--- src/rtl/dmac_arb_pkg.sv ---
// Shared types and constants for the DMA write-port arbiter.
package dmac_arb_pkg;

  typedef enum logic [1:0] {
    S_IDLE = 2'd0,
    S_AW   = 2'd1,
    S_W    = 2'd2
  } arb_state_e;

  localparam int                   OUTST_W   = 4;
  localparam logic [OUTST_W-1:0]   OUTST_MAX = 4'd15;

  // AXI ID width wide enough to carry a channel index.
  function automatic int id_w_default(input int n_ch);
    return (n_ch > 1) ? $clog2(n_ch) : 1;
  endfunction

endpackage

--- src/rtl/dmac_rr_picker.sv ---
// Round-robin winner search: scan starts one past the last served channel.
module dmac_rr_picker #(
  parameter int N_CH  = 4,
  parameter int IDX_W = $clog2(N_CH)
) (
  input  logic [N_CH-1:0]  i_req,
  input  logic [IDX_W-1:0] i_last,
  output logic [IDX_W-1:0] o_win,
  output logic             o_found
);

  always_comb begin
    logic [IDX_W-1:0] w_cand;
    o_win   = '0;
    o_found = 1'b0;
    w_cand  = '0;
    for (int k = 1; k <= N_CH; k++) begin
      w_cand = IDX_W'((int'(i_last) + k) % N_CH);
      if (!o_found && i_req[w_cand]) begin
        o_found = 1'b1;
        o_win   = w_cand;
      end
    end
  end

endmodule

--- src/rtl/dmac_wr_arbiter.sv ---
// Multiplexes N_CH DMA write engines onto one AXI write port, one whole burst
// (AW then all W beats) per grant; B responses are routed back by ID.
module dmac_wr_arbiter
  import dmac_arb_pkg::*;
#(
  parameter int N_CH = 4,
  parameter int ID_W = id_w_default(N_CH)
) (
  input  logic                  clk,
  input  logic                  rst_n,
  input  logic [N_CH-1:0][31:0] ch_awaddr_i,
  input  logic [N_CH-1:0][3:0]  ch_awlen_i,
  input  logic [N_CH-1:0][2:0]  ch_awsize_i,
  input  logic [N_CH-1:0][1:0]  ch_awburst_i,
  input  logic [N_CH-1:0]       ch_awvalid_i,
  output logic [N_CH-1:0]       ch_awready_o,
  input  logic [N_CH-1:0][31:0] ch_wdata_i,
  input  logic [N_CH-1:0][3:0]  ch_wstrb_i,
  input  logic [N_CH-1:0]       ch_wlast_i,
  input  logic [N_CH-1:0]       ch_wvalid_i,
  output logic [N_CH-1:0]       ch_wready_o,
  output logic [N_CH-1:0][1:0]  ch_bresp_o,
  output logic [N_CH-1:0]       ch_bvalid_o,
  input  logic [N_CH-1:0]       ch_bready_i,
  output logic [ID_W-1:0]       awid_o,
  output logic [31:0]           awaddr_o,
  output logic [3:0]            awlen_o,
  output logic [2:0]            awsize_o,
  output logic [1:0]            awburst_o,
  output logic                  awvalid_o,
  input  logic                  awready_i,
  output logic [ID_W-1:0]       wid_o,
  output logic [31:0]           wdata_o,
  output logic [3:0]            wstrb_o,
  output logic                  wlast_o,
  output logic                  wvalid_o,
  input  logic                  wready_i,
  input  logic [ID_W-1:0]       bid_i,
  input  logic [1:0]            bresp_i,
  input  logic                  bvalid_i,
  output logic                  bready_o,
  output logic [N_CH-1:0]       grant_o,
  output logic                  proto_err_o
);

  localparam int IDX_W  = $clog2(N_CH);
  localparam int BEAT_W = 5;

  arb_state_e       r_state;
  logic [IDX_W-1:0] r_grant_idx;
  logic [IDX_W-1:0] r_last_served;
  logic [N_CH-1:0]  r_grant;
  logic [BEAT_W-1:0] r_beat_cnt;
  logic [3:0]       r_awlen;
  logic             r_proto_err;

  logic [N_CH-1:0]   w_elig;
  logic [N_CH-1:0]   w_aw_inc;
  logic [N_CH-1:0]   w_b_dec;
  logic [IDX_W-1:0]  w_win_idx;
  logic              w_found;
  logic              w_aw_hs;
  logic              w_w_hs;
  logic              w_bid_ok;
  logic              w_bid_err;
  logic [BEAT_W-1:0] w_beat_num;
  logic [BEAT_W-1:0] w_beat_len;

  assign w_aw_hs    = awvalid_o & awready_i;
  assign w_w_hs     = wvalid_o & wready_i;
  assign w_bid_ok   = (32'(bid_i) < 32'(N_CH));
  assign w_bid_err  = bvalid_i & ~w_bid_ok;
  assign w_beat_num = r_beat_cnt + 5'd1;
  assign w_beat_len = {1'b0, r_awlen} + 5'd1;

  genvar gi;
  generate
    for (gi = 0; gi < N_CH; gi++) begin : g_ch
      logic [OUTST_W-1:0] r_outst;

      // A channel with 15 bursts awaiting B is not eligible until one returns.
      assign w_elig[gi]      = ch_awvalid_i[gi] & (r_outst != OUTST_MAX);
      assign w_aw_inc[gi]    = w_aw_hs & r_grant[gi];
      assign ch_bvalid_o[gi] = bvalid_i & (bid_i == ID_W'(gi));
      assign ch_bresp_o[gi]  = (bid_i == ID_W'(gi)) ? bresp_i : 2'b00;
      assign w_b_dec[gi]     = ch_bvalid_o[gi] & ch_bready_i[gi];

      always_ff @(posedge clk or negedge rst_n) begin
        if (!rst_n) begin
          r_outst <= '0;
        end else if (w_aw_inc[gi] && !w_b_dec[gi] && (r_outst != OUTST_MAX)) begin
          r_outst <= r_outst + 1'b1;
        end else if (!w_aw_inc[gi] && w_b_dec[gi] && (r_outst != '0)) begin
          r_outst <= r_outst - 1'b1;
        end
      end
    end
  endgenerate

  // Unknown IDs are sunk so the interconnect never stalls on them.
  always_comb begin
    bready_o = ~w_bid_ok;
    for (int c = 0; c < N_CH; c++) begin
      if (bid_i == ID_W'(c)) bready_o = ch_bready_i[c];
    end
  end

  dmac_rr_picker #(
    .N_CH  (N_CH),
    .IDX_W (IDX_W)
  ) u_picker (
    .i_req   (w_elig),
    .i_last  (r_last_served),
    .o_win   (w_win_idx),
    .o_found (w_found)
  );

  always_ff @(posedge clk or negedge rst_n) begin
    if (!rst_n) begin
      r_state       <= S_IDLE;
      r_grant_idx   <= '0;
      r_grant       <= '0;
      r_last_served <= IDX_W'(N_CH - 1);
      r_beat_cnt    <= '0;
      r_awlen       <= '0;
      r_proto_err   <= 1'b0;
    end else begin
      if (w_bid_err) r_proto_err <= 1'b1;
      case (r_state)
        S_IDLE: begin
          if (w_found) begin
            r_grant_idx <= w_win_idx;
            r_grant     <= N_CH'(1) << w_win_idx;
            r_state     <= S_AW;
          end
        end
        S_AW: begin
          if (w_aw_hs) begin
            r_awlen    <= awlen_o;
            r_beat_cnt <= '0;
            r_state    <= S_W;
          end
        end
        S_W: begin
          if (w_w_hs) begin
            r_beat_cnt <= w_beat_num;
            if ((wlast_o && (w_beat_num < w_beat_len)) ||
                (!wlast_o && (w_beat_num == w_beat_len))) begin
              r_proto_err <= 1'b1;
            end
            if (wlast_o) begin
              r_state       <= S_IDLE;
              r_grant       <= '0;
              r_last_served <= r_grant_idx;
              r_beat_cnt    <= '0;
            end
          end
        end
        default: r_state <= S_IDLE;
      endcase
    end
  end

  always_comb begin
    awvalid_o    = 1'b0;
    awid_o       = '0;
    awaddr_o     = '0;
    awlen_o      = '0;
    awsize_o     = '0;
    awburst_o    = '0;
    wvalid_o     = 1'b0;
    wid_o        = '0;
    wdata_o      = '0;
    wstrb_o      = '0;
    wlast_o      = 1'b0;
    ch_awready_o = '0;
    ch_wready_o  = '0;
    case (r_state)
      S_AW: begin
        awvalid_o    = 1'b1;
        awid_o       = ID_W'(r_grant_idx);
        awaddr_o     = ch_awaddr_i[r_grant_idx];
        awlen_o      = ch_awlen_i[r_grant_idx];
        awsize_o     = ch_awsize_i[r_grant_idx];
        awburst_o    = ch_awburst_i[r_grant_idx];
        ch_awready_o = r_grant & {N_CH{awready_i}};
      end
      S_W: begin
        wvalid_o    = ch_wvalid_i[r_grant_idx];
        wid_o       = ID_W'(r_grant_idx);
        wdata_o     = ch_wdata_i[r_grant_idx];
        wstrb_o     = ch_wstrb_i[r_grant_idx];
        wlast_o     = ch_wlast_i[r_grant_idx];
        ch_wready_o = r_grant & {N_CH{wready_i}};
      end
      default: ;
    endcase
  end

  assign grant_o     = r_grant;
  assign proto_err_o = r_proto_err;

endmodule

--- config.mk ---
export PLATFORM = sky130hd
export DESIGN_NAME = dmac_wr_arbiter
export DESIGN_NICKNAME = d
export VERILOG_FILES = /design/src/rtl/dmac_arb_pkg.sv /design/src/rtl/dmac_rr_picker.sv /design/src/rtl/dmac_wr_arbiter.sv
export SDC_FILE = /design/constraint.sdc
export NUM_CORES = 1
export LEC_CHECK = 0
export CELL_PAD_IN_SITES_DETAIL_PLACEMENT = 2
export CELL_PAD_IN_SITES_GLOBAL_PLACEMENT = 2
export CORE_AREA = 2 2 171 173
export CTS_CLUSTER_SIZE = 10
export DETAILED_ROUTE_END_ITERATION = 8
export DIE_AREA = 0 0 173 175
export DONT_BUFFER_PORTS = 1
export MAX_ROUTING_LAYER = met4
export PLACE_DENSITY_LB_ADDON = 0.1
export SETUP_SLACK_MARGIN = 0.02
export SLEW_MARGIN = 20
export SYNTH_ARGS = -nofsm -noshare
export SYNTH_HDL_FRONTEND = slang
export SYNTH_HIERARCHICAL = 1
export SYNTH_SLANG_ARGS = --single-unit
--- constraint.sdc ---
create_clock -name clk -period 2 [get_ports clk]
set_input_delay 0.5 -clock clk [delete_from_list [all_inputs] [get_ports clk]]
set_output_delay 0.5 -clock clk [all_outputs]
set_load 0.1 [all_outputs]
==> flow_metrics.env, run 1 <==
export IMPL_crit_type="flop to output pin"
export IMPL_syn_inst=414
export IMPL_cp_arrival_ps=1960
export IMPL_avgSynthCellArea_um2=11.6
export IMPL_place_ws_ps=-206
export IMPL_final_max_slew_viol_count=0
export IMPL_start_kind="flop"
export IMPL_hpwl_um=27900
export IMPL_tightest_slew_ps=512
export IMPL_num_fill_cells=3115
export IMPL_fmax_mhz=407
export IMPL_synth_ff_type="dfrtp_1"
export IMPL_numCtsBuffers=5
export IMPL_cts_tree="yes"
export IMPL_failed_checks="negative setup slack"
export IMPL_syn_cell_area_um2=4790
export IMPL_path_clk_slew_ps=60
export IMPL_cp_slowest_cell="mux4_2"
export IMPL_grt_overflow_total=0
export IMPL_crit_buf_inv=1
export IMPL_crit_path_max_incr_delay_ps=650
export IMPL_power_mw=15.6
export IMPL_yosysWarnings=6
export IMPL_dr_total_vias=4495
export IMPL_cp_data_required_time_ps=1500
export IMPL_dieArea_um2=30300
export IMPL_drtAntennaViolNets=0
export IMPL_critPathMaxFanout=21
export IMPL_drv_cap=0
export IMPL_path_delay_family="multiplexers"
export IMPL_synth_edff_count=0
export IMPL_grt_pass1_vias=4958
export IMPL_yosysTopAreaCell="mux4_2"
export IMPL_wl_um=32600
export IMPL_final_area_um2=7220
export IMPL_yosys_top_cells_area="mux4_2 (38%), dfrtp_1 (18%), and2_1 (11%)"
export IMPL_cts_root_buffer="clkbuf_16"
export IMPL_fin_crit_sh_pct=123
export IMPL_initialDrtViolationCount=271
export IMPL_clk_path_buf_depth=2
export IMPL_min_path_type="input pin to async pin"
export IMPL_ys_seq_area_share_pct=18.9
export IMPL_fin_hold_ws_ps=46.9
export IMPL_fp_dieW_um=173
export IMPL_power_density_nw_per_um2=2150
export IMPL_globalplace_congestion=1.13
export IMPL_clock_sinks=36
export IMPL_grt_antenna_before_repair=10
export IMPL_grt_use_total_pct=21.6
export IMPL_worst_clock_skew_ps=5.39
export IMPL_core_area_um2=28400
export IMPL_syn_to_final_growth_pct=50.6
export IMPL_die_h_um=175
export IMPL_vias_per_cell=4.94
export IMPL_synth_distinct_cells=47
export IMPL_synth_common_cells="and2_1 (87), mux4_2 (80), dfrtp_1 (34), clkbuf_1 (17), ha_1 (15)"
export IMPL_end_kind="output pin"
export IMPL_setup_ws_ps=-456
export IMPL_hold_viol=0
export IMPL_tns_ps=-31590
export IMPL_relSlewSlack_pct=66.0
export IMPL_std_cell_rows=62
export IMPL_numPortBuffers=0
export IMPL_route_detailed_drc=0
export IMPL_finalCriticalPeriod_ps=2460
export IMPL_grt_pass1_wl_um=43700
export IMPL_drt_first_pass_iters=4
export IMPL_synth_seq_cells=36
export IMPL_start_util_pct=16.9
export IMPL_p_leak_nw=2.80
export IMPL_status="finished, violations left"
export IMPL_clk_latency_ps=290
export IMPL_fin_nets=857
export IMPL_drive_gt1_share_pct=70.9
export IMPL_syn_nets=766
export IMPL_htree_levels=2
export IMPL_routedWlPerCell_um=35.9
export IMPL_post_dp_cell_area_um2=6270
export IMPL_synthMostInstantiatedCell="and2_1"
export IMPL_setup_violations=101
export IMPL_cp_cell_sequence="buf_12, mux4_2, and2_4"
export IMPL_grt_max_degree=37
export IMPL_rsz0062_at_grt="yes"
export IMPL_yosys_area_top_type_share_pct=37.6
export IMPL_ys_async_sr_fraction_pct=100
export IMPL_vdd_drop_max_mv=0.825
export IMPL_io_pins=443
area by class of cell:
class	instances	area [um2]	area share, %
Sequential cell	36	926	12.8
Tap cell	384	480	6.66
Antenna cell	19	47.5	0.659
Clock buffer	6	139	1.92
Multi-Input combinational cell	340	4210	58.4
Timing Repair Buffer	114	1360	18.9
Clock inverter	2	10.0	0.139
Inverter	8	37.5	0.520
power breakdown:
group	switching, mW	leakage (nW)	total [mW]	internal, mW
logic	8.51	2.29	13.2	4.72
clock network	0.361	0.0767	0.854	0.493
registers	0.379	0.432	1.47	1.09
total	9.25	2.80	15.6	6.30
final timing paths:
kind | slack [ps] | end | cells past startpoint | startpoint
setup / recovery | -460 | wdata_o[27] | 3 | r_grant_idx[0]$_DFFE_PN0P_
hold / removal | 50 | r_last_served[0]$_DFFE_PN1P_ | 0 | rst_n
setup reg to reg | -160 | g_ch[2].r_outst[3]$_DFFE_PN0P_ | 9 | r_state[1]$_DFFE_PN0P_
hold reg to reg | 490 | proto_err_o$_DFFE_PN0P_ | 1 | proto_err_o$_DFFE_PN0P_
max in group asynchronous | 1730 | r_grant_idx[0]$_DFFE_PN0P_ | 1 | rst_n
min in group clk | 380 | r_last_served[1]$_DFFE_PN1P_ | 2 | wready_i
layout by cell type (no fill, tap or decap), types with 5 or more instances in the layout:
master / n
buf_6: 15
xor2_1: 7
mux2i_1: 5
a21oi_2: 5
buf_12: 23
diode_2: 19
mux2_4: 5
o21ai_1: 5
a21o_1: 5
clkbuf_16: 7
and3_4: 7
buf_4: 66
and2_4: 83
mux2_2: 8
inv_1: 5
dfrtp_1: 26
xnor2_1: 8
mux4_2: 80
dfrtp_4: 5
nand4_1: 6
ha_1: 8
nand2_1: 11
nand3_1: 7
nor2_1: 7
nand2b_1: 6
ha_4: 6
stage by stage:
| stage | util (%) | std cells |
|---|---|---|
| after CTS | 24.0 | 865 |
| after global placement | 22.1 | 836 |
| after detailed placement | 22.1 | 836 |
| after floorplan | - | 414 |
| after global routing | 25.3 | 899 |
| final | 25.4 | 909 |
state kept, by name, summed over array words and instances (netlist names):
signal and flops:
g_ch.r_outst 16, grant_o 4, proto_err_o 1, r_awlen 4, r_beat_cnt 5, r_grant_idx 2
r_last_served 2, r_state 2
timing repair:
action,in CTS,in global routing
resized for setup,49,26
gates cloned,2,3
pin swaps,25,27
setup buffers,18,23
endpoints found under the setup margin,113,116
hold endpoints to repair,34,0
hold buffers,1,0
routing by layer:
metal	track usage, %	wire, um	vias to the layer above
met5	-	0	-
met4	3.50	288	0
met3	7.29	2800	18
met2	32.4	14900	278
met1	28.6	14600	2389
li1	-	-	1810
cell families (layout without fill, tap and decap cells):
| group | after synthesis | count (layout) | synth area share [%] |
|---|---|---|---|
| XOR/XNOR | 17 | 17 | 3.11 |
| AO/OA/AOI/OAI | 35 | 35 | 5.33 |
| other | 0 | 19 | 0 |
| flip-flops | 36 | 36 | 18.9 |
| multiplexers | 98 | 98 | 41.7 |
| AND/OR/NAND/NOR | 171 | 171 | 22.0 |
| adder cells (fa/ha/maj) | 19 | 19 | 5.59 |
| buffers and inverters | 38 | 130 | 3.45 |
No activity file was read; power rests on OpenSTA's default activity.
==> inputs of run 2 (changes only) <==
--- a/config.mk
+++ b/config.mk
@@ -5,6 +5,7 @@
 export SDC_FILE = /design/constraint.sdc
 export NUM_CORES = 1
 export LEC_CHECK = 0
+export CAP_MARGIN = 20
 export CELL_PAD_IN_SITES_DETAIL_PLACEMENT = 2
 export CELL_PAD_IN_SITES_GLOBAL_PLACEMENT = 2
 export CORE_AREA = 2 2 171 173
==> constraint.sdc (replaced) <==
create_clock -name clk -period 2.08 [get_ports clk]
set_input_delay 0.52 -clock clk [delete_from_list [all_inputs] [get_ports clk]]
set_output_delay 0.52 -clock clk [all_outputs]
set_load 0.1 [all_outputs]
==> flow_metrics.env, run 2 (synthesis results as in run 1) <==
export IMPL_status="finished, violations left"
export IMPL_failed_checks="negative setup slack"
export IMPL_drive_gt1_share_pct=71.2
export IMPL_critPathMaxFanout=8
export IMPL_fp_dieW_um=173
export IMPL_end_kind="output pin"
export IMPL_min_path_type="input pin to async pin"
export IMPL_start_util_pct=16.9
export IMPL_clock_sinks=36
export IMPL_cp_arrival_ps=1970
export IMPL_finalCriticalPeriod_ps=2490
export IMPL_p_int_mw=6.41
export IMPL_grt_pass1_wl_um=41400
export IMPL_reg_top3="g_ch.r_outst (16), r_beat_cnt (5)"
export IMPL_startpoint="r_grant_idx[0]$_DFFE_PN0P_"
export IMPL_grt_overflow_total=0
export IMPL_power_share_switching_pct=57.9
export IMPL_final_max_slew_viol_count=0
export IMPL_timing_rr_start="r_grant_idx[0]$_DFFE_PN0P_"
export IMPL_grt_pass1_vias=5120
export IMPL_numPortBuffers=0
export IMPL_cp_data_required_time_ps=1560
export IMPL_path_clk_slew_ps=60
export IMPL_vdd_drop_max_mv=1.07
export IMPL_power_density_nw_per_um2=2010
export IMPL_fmax_mhz=401
export IMPL_clk_latency_ps=290
export IMPL_drtAntennaViolNets=0
export IMPL_setup_violations=92
export IMPL_std_cell_rows=62
export IMPL_dr_total_vias=4569
export IMPL_syn_to_final_growth_pct=57.9
export IMPL_cts_tree="yes"
export IMPL_clk_path_buf_depth=2
export IMPL_vias_per_cell=4.89
export IMPL_hold_viol=0
export IMPL_final_common_cell="and2_4"
export IMPL_drv_cap=0
export IMPL_rsz0062_at_grt="yes"
export IMPL_largest_reg_flops=16
export IMPL_drt_first_pass_iters=4
export IMPL_fin_crit_sh_pct=120
export IMPL_relSlewSlack_pct=65.9
export IMPL_grt_use_total_pct=19.9
export IMPL_final_cell_mix="and2_4 (83), mux4_2 (80), buf_4 (69), buf_12 (43), dfrtp_1 (26)"
export IMPL_p_leak_nw=2.94
export IMPL_grt_antenna_before_repair=14
export IMPL_largest_register="g_ch.r_outst"
export IMPL_power_frac_comb_pct=85.7
export IMPL_power_switching_mw=8.82
export IMPL_tightest_slew_ps=512
export IMPL_grt_max_degree=42
export IMPL_crit_type="flop to output pin"
export IMPL_power_mw=15.2
export IMPL_route_detailed_drc=0
export IMPL_globalplace_congestion=1.12
export IMPL_initialDrtViolationCount=340
export IMPL_hpwl_um=25600
export IMPL_io_pins=443
export IMPL_wl_um=30000
export IMPL_worst_clock_skew_ps=6.10
export IMPL_numCtsBuffers=5
export IMPL_routedWlPerCell_um=32.1
export IMPL_dieArea_um2=30300
export IMPL_fin_hold_ws_ps=62.3
export IMPL_start_kind="flop"
export IMPL_seq_power_share_pct=9.2
export IMPL_tns_ps=-25710
export IMPL_fin_nets=879
export IMPL_p_clk_share_pct=5.1
export IMPL_post_dp_cell_area_um2=6690
export IMPL_final_area_um2=7570
export IMPL_core_area_um2=28400
export IMPL_htree_levels=2
export IMPL_die_h_um=175
export IMPL_setup_ws_ps=-413
export IMPL_cts_root_buffer="clkbuf_16"
==> run 2: layout make-up <==
class,count,area (um2)
flip-flops and latches,36,926
well taps,384,480
inverters,8,37.5
multi-input cells,340,4160
fillers,3098,20800
clock buffers,5,125
diodes,22,55.1
repair buffers,136,1760
clock inverters,3,18.8
==> run 2: layer usage <==
| layer | track usage (%) | wire, um |
|---|---|---|
| met5 | - | 0 |
| met4 | 3.88 | 412 |
| met3 | 9.90 | 3610 |
| met2 | 30.9 | 13900 |
| met1 | 23.4 | 12100 |
==> run 2: final timing paths <==
kind                                                        to  slack (ps)  cells after the start
worst min-delay path                    grant_o[2]$_DFFE_PN0P_          60                      1
worst min register to register  g_ch[0].r_outst[3]$_DFFE_PN0P_         510                      1
worst max register to register          grant_o[0]$_DFFE_PN0P_         -30                      8
max in group asynchronous           r_grant_idx[0]$_DFFE_PN0P_        1780                      1
min in group clk                        r_state[0]$_DFFE_PN0P_         400                      2
worst max-delay path                               wdata_o[15]        -410                      5
==> run 2: what timing repair did <==
item,4_1_cts,5_1_grt
setup buffers,29,13
setup endpoints to repair,105,111
resized for setup,53,15
pin swaps,42,9
hold endpoints to repair,34,0
hold buffers,1,0
cloned,6,1
==> run 2: critical path, cell delays in order, from the launching register on <==
cell and delay [ps]:
dfrtp_4 440, buf_12 170, buf_16 140, mux4_2 570, and2_4 180, buf_12 160
==> run 2: power groups by stage <==
stage	Clock, mW	Sequential, mW	Combinational, mW
floorplan	0	1.60	8.95
global placement	0	1.42	11.7
detailed placement	0	1.45	11.9
CTS	0.813	1.41	13.1
global route	0.853	1.45	13.7
finish	0.783	1.40	13.0
==> run 2: through the flow <==
step | utilization, % | setup WS [ps] | std cells
2_1_floorplan | - | -264 | 414
3_3_place_gp | 23.6 | -222 | 859
3_5_place_dp | 23.6 | -202 | 859
4_1_cts | 26.2 | -451 | 903
5_1_grt | 26.6 | -468 | 926
6_report | 26.6 | -413 | 934
